`src/rtl/dmux_pkg.sv`:
```
// Shared constants and FSM state type for the 8-way round-robin demux scheduler.
package dmux_pkg;
  localparam int unsigned NUM_CH = 8;
  localparam int unsigned CH_W   = 3;
  localparam int unsigned STAT_W = 16;

  typedef enum logic {
    IDLE = 1'b0,
    RUN  = 1'b1
  } state_t;
endpackage

```
`src/rtl/dmux8_next_ch.sv`:
```
// Combinational search: first enabled channel at or after start, wrapping mod 8.
module dmux8_next_ch
  import dmux_pkg::*;
(
  input  logic [NUM_CH-1:0] mask,
  input  logic [CH_W-1:0]   start,
  output logic [CH_W-1:0]   ch,
  output logic              found
);

  logic [CH_W-1:0] idx;

  always_comb begin
    ch    = '0;
    found = 1'b0;
    idx   = '0;
    for (int unsigned i = 0; i < NUM_CH; i++) begin
      idx = start + CH_W'(i);
      if (!found && mask[idx]) begin
        found = 1'b1;
        ch    = idx;
      end
    end
  end

endmodule

```
`src/rtl/dmux8_rr_scheduler.sv`:
```
// 1:8 round-robin demux scheduler with per-channel dwell and one-entry output register.
// Optional per-channel drained-beat counters behind macro DMUX_SCHED_STATS_EN.
module dmux8_rr_scheduler
  import dmux_pkg::*;
#(
  parameter int unsigned DATA_W = 8,
  parameter int unsigned DWELL  = 4
) (
  input  logic              clk,
  input  logic              rst,
  input  logic [NUM_CH-1:0] ch_mask,
  input  logic              in_valid,
  input  logic [DATA_W-1:0] in_data,
  output logic              in_ready,
  output logic [NUM_CH-1:0] out_valid,
  output logic [DATA_W-1:0] out_data,
  input  logic [NUM_CH-1:0] out_ready,
  output logic [CH_W-1:0]   sel,
  input  logic [CH_W-1:0]   stat_sel,
  output logic [STAT_W-1:0] stat_cnt
);

  localparam logic [7:0] DWELL_C = 8'(DWELL);

  state_t            state, state_nxt;
  logic [CH_W-1:0]   ptr, eff, rot;
  logic              eff_found, rot_found;
  logic [7:0]        cnt, cnt_new;
  logic              full, accept, drain;
  logic [DATA_W-1:0] data_q;
  logic [CH_W-1:0]   sel_q;

  dmux8_next_ch u_eff (
    .mask  (ch_mask),
    .start (ptr),
    .ch    (eff),
    .found (eff_found)
  );

  // Starting just past eff wraps back to eff itself when it is the only enabled channel.
  dmux8_next_ch u_rot (
    .mask  (ch_mask),
    .start (eff + CH_W'(1)),
    .ch    (rot),
    .found (rot_found)
  );

  always_ff @(posedge clk) begin
    if (rst) state <= IDLE;
    else     state <= state_nxt;
  end

  always_comb begin
    state_nxt = IDLE;
    if (|ch_mask) state_nxt = RUN;
  end

  // eff_found closes the one-cycle window where state is still RUN after the mask clears.
  assign drain    = full && out_ready[sel_q];
  assign in_ready = (state == RUN) && eff_found && (!full || out_ready[sel_q]);
  assign accept   = in_valid && in_ready;
  assign cnt_new  = (eff != ptr) ? 8'd1 : cnt + 8'd1;

  always_ff @(posedge clk) begin
    if (rst) begin
      ptr    <= '0;
      cnt    <= '0;
      full   <= 1'b0;
      data_q <= '0;
      sel_q  <= '0;
    end else begin
      if (accept) begin
        full   <= 1'b1;
        data_q <= in_data;
        sel_q  <= eff;
        if (cnt_new == DWELL_C) begin
          ptr <= rot_found ? rot : eff;
          cnt <= '0;
        end else begin
          ptr <= eff;
          cnt <= cnt_new;
        end
      end else if (drain) begin
        full <= 1'b0;
      end
    end
  end

  assign out_valid = full ? (NUM_CH'(1) << sel_q) : '0;
  assign out_data  = data_q;
  assign sel       = sel_q;

`ifdef DMUX_SCHED_STATS_EN
  logic [STAT_W-1:0] stat_q [NUM_CH];

  always_ff @(posedge clk) begin
    if (rst) begin
      for (int unsigned i = 0; i < NUM_CH; i++) stat_q[i] <= '0;
    end else if (drain && (stat_q[sel_q] != '1)) begin
      stat_q[sel_q] <= stat_q[sel_q] + STAT_W'(1);
    end
  end

  assign stat_cnt = stat_q[stat_sel];
`else
  logic stat_sel_unused;
  assign stat_sel_unused = ^stat_sel;
  assign stat_cnt        = '0;
`endif

endmodule
```
`config.mk`:
```
export PLATFORM = sky130hd
export DESIGN_NAME = dmux8_rr_scheduler
export DESIGN_NICKNAME = d
export VERILOG_FILES = /design/src/rtl/dmux_pkg.sv /design/src/rtl/dmux8_next_ch.sv /design/src/rtl/dmux8_rr_scheduler.sv
export SDC_FILE = /design/constraint.sdc
export NUM_CORES = 1
export LEC_CHECK = 0
export ABC_AREA = 1
export BUFFER_PORTS_ARGS = -buffer_cell sky130_fd_sc_hd__buf_2
export CORE_MARGIN = 5
export CORE_UTILIZATION = 45
export CTS_CLUSTER_DIAMETER = 100
export CTS_CLUSTER_SIZE = 10
export DETAILED_ROUTE_END_ITERATION = 10
export HOLD_SLACK_MARGIN = 0.15
export PLACE_DENSITY = 0.67
export SYNTH_ARGS = -nofsm -noshare
export SYNTH_HDL_FRONTEND = slang
export SYNTH_HIERARCHICAL = 1
export SYNTH_SLANG_ARGS = --single-unit
```
`constraint.sdc`:
```
create_clock -name clk -period 5.1 [get_ports clk]
set_input_delay 0.255 -clock clk [delete_from_list [all_inputs] [get_ports clk]]
set_output_delay 0.255 -clock clk [all_outputs]
set_load 0.005 [all_outputs]
```
==> out/qor.csv <==
stage,metric,value,unit
final_layout,area grow syn2layout,7.87,%
final_layout,fin cells,650,
floorplanning,Die W,96.0,µm
sta,TNS Setup,0,ns
drt,met3 wire len,376,µm
synth,Yosys top cell by area,dfxtp_1,
floorplanning,num rows,31,
synth,Post-Synth Adder-Cell Area,2.26,%
placed_design,hpwl dp,6210,µm
final_layout,area of the multi-input gates,2410,µm²
worst_setup_path,critical path's most frequent cell,nand3_1,
clocking,Post-CTS Hold Fix Bufs,0,
synth,area share of the largest cell type after synthesis,14.5,%
synth,Synth Area in Compound Gates,8.20,%
sta,Slew HR,61.2,%
sta,Tmin final,4.63,ns
drt,Met1 Wirelength,3430,µm
pwr,Worst VDD drop,552,µV
clocking,Post-CTS Resized,0,
drt,routed vias/inst,4.93,
synth,Post-Synth XOR/XNOR Area,3.76,%
floorplanning,die height,96.0,µm
placed_design,"Cell Area, Placed",3510,µm²
floorplanning,placeable core area,7210,µm²
final_layout,antenna diode count,0,
clocking,Root Driver,clkbuf_8,
worst_setup_path,CP endpoint kind,flop,
synth,syn avg cell area,6.52,µm²
sta,clk_skew,0.00229,ns
final_layout,FILL cells,740,
sta,final slew viol count,0,
synth,Syn Inst Count,510,
clocking,clk sink count,24,
synth,post-synthesis simple-gate area fraction,56.1,%
synth,synth warn,6,
final_layout,most frequent cells in the layout,"116 x nand2_1, 63 x nor2_1, 61 x nand3_1, 46 x buf_2, 45 x inv_1",
grt,GRT overflow,0,
synth,"Seq/Total Area, Yosys",14.5,%
synth,largest family of logic cells by synthesized area,simple AND/OR/NAND/NOR gates,
worst_setup_path,CP required,5.28,ns
drt,# DRC,0,
clocking,TritonCTS clock tree,built,
worst_setup_path,Max stage delay on crit path,0.44,ns
sta,post-route clock period utilization,90.8,%
placed_design,GP Congestion,0.871,
sta,RSZ-0062 raised after global routing,no,
pwr,power density over the cells,567,nW/µm²
worst_setup_path,arrival time worst endpoint,4.81,ns
floorplanning,die area,9210,µm²
worst_setup_path,Slowest cell on crit path,ha_2,
worst_setup_path,Crit path max-delay family,simple AND/OR/NAND/NOR gates,
final_layout,"leading cell type in the layout, fill and taps excluded",nand2_1,
placed_design,dpl cells,646,
drt,routed wl met2,3720,µm
grt,GRT Total Usage,16.6,%
grt,vias in the first global route,2912,
min_path,worst hold path class,in -> reg,
sta,Slew @ Worst Pin,0.581,ns
synth,"Distinct cells, synth",38,
clocking,worst skew pair latency,0.27,ns
sta,final hold violations,0,
final_layout,nets@finish,588,
clocking,H-tree depth,1,
sta,Max Clk Rate,0.216,GHz
worst_setup_path,Buf/Inv on CP,6,
grt,first-pass GRT wire length,12700,µm
drt,Antenna Violating Nets Remaining,0,
clocking,total setup buffers inserted after CTS,0,
clocking,clk buf depth,2,
sta,hold_ws,0.235,ns
worst_setup_path,critical path class,reg -> reg,
synth,Yosys reg bits,24,
final_layout,Final Util,49.7,%
drt,1st-iter DRT viols,161,
drt,uppermost layer routed,met4,
worst_setup_path,"Max FO, Critical Path",7,
drt,drt pass-1 iters,5,
outcome,run status,finished clean,
drt,Wirelength per Cell,11.6,µm
floorplanning,Initial Utilization,46.1,%
placed_design,# port buffers,46,
clocking,clock-pin slew on the worst setup and hold paths,0.09,ns
synth,ranking of synthesized cells by area,"dfxtp_1 14%, nand2_1 13%, nand3_2 10%",
final_layout,Final Cell Area,3590,µm²
worst_setup_path,crit start category,flop,
pwr,leak pwr,1.76,nW
clocking,CTS Buf Count,3,
synth,post-synthesis mux area share,0.339,%
drt,via count,3206,
synth,Syn Std Cell Area,3320,µm²
grt,pin count of the biggest net entering global routing,27,
final_layout,share of layout cells above drive strength 1,27.8,%
sta,count of final setup violators,0,
drt,routed wire length,7560,µm
final_layout,Sequential Area,480,µm²
floorplanning,total I/O pin count,66,
grt,initial antenna violation count,0,
flow_run,MaxCap Viol Count,0,
[flip-flops by register name, summed over array words and instances (netlist names)]
name / count
cnt: 8
ptr: 3
sel: 3
state: 1
out_data: 8
full: 1
[logic make-up after synthesis]
| logic type | Yosys count |
|---|---|
| XOR/XNOR | 10 |
| AO/OA/AOI/OAI | 48 |
| AND/OR/NAND/NOR | 333 |
| flip-flops | 24 |
| adder cells (fa/ha/maj) | 6 |
| other | 1 |
| buffers and inverters | 87 |
| multiplexers | 1 |
[path summary, 6_finish.rpt]
kind,startpoint,endpoint,slack [ns],cells past startpoint
setup / recovery,ptr[1],ptr[2],0.47,29
hold / removal,in_data[3],out_data[3],0.23,3
setup reg to reg,ptr[1],ptr[2],0.47,29
hold reg to reg,out_data[3],out_data[3],0.48,2
[cell type report]
cell class | count | share of cell area [%]
multi-input combinational | 414 | 67.3
sequential | 24 | 13.4
timing repair buffer | 53 | 7.89
inverter | 56 | 6.00
tap | 99 | 3.45
clock buffer | 3 | 1.15
clock inverter | 1 | 0.837
[routing by layer]
| metal | global-route usage (%) | vias to the layer above |
|---|---|---|
| li1 | - | 1703 |
| met1 | 21.7 | 1428 |
| met2 | 30.0 | 71 |
| met3 | 1.95 | 4 |
| met4 | 2.01 | 0 |
| met5 | 0 | - |
[cell usage after synthesis (all sizes together)]
cell type  count
buf           30
nand3b         2
o21a           2
mux2           1
a31oi          2
nor2          74
nor3           1
clkbuf         1
ha             6
dfxtp         24
nand4         13
nor4           2
conb           1
o21bai         2
o21ai         26
a21oi         16
xnor2          5
nand2        143
and2           1
xor2           5
nand3         97
inv           56
[per-stage QoR]
stage,total power (W),setup slack (ns)
finish,0.00203,0.470
global route,0.00225,0.0635
CTS,0.00205,0.390
detailed placement,0.00187,0.403
global placement,0.00185,0.464
floorplan,0.00164,0.643
[worst reg2reg max path: cells and delay by family, from the launching register on]
kind	cells	cell delay, ns
simple gates	19	2.06
fa+ha+maj	3	1.24
buf+inv	6	0.60
flops	1	0.35
mux	1	0.31
[power breakdown]
group | switching, W | internal, W | leakage (nW) | total, W
registers | 0.0000134 | 0.000202 | 0.197 | 0.000215
logic | 0.00109 | 0.000561 | 1.52 | 0.00165
clock network | 0.0000636 | 0.000105 | 0.0357 | 0.000169
(Power assumes the default switching activity.)
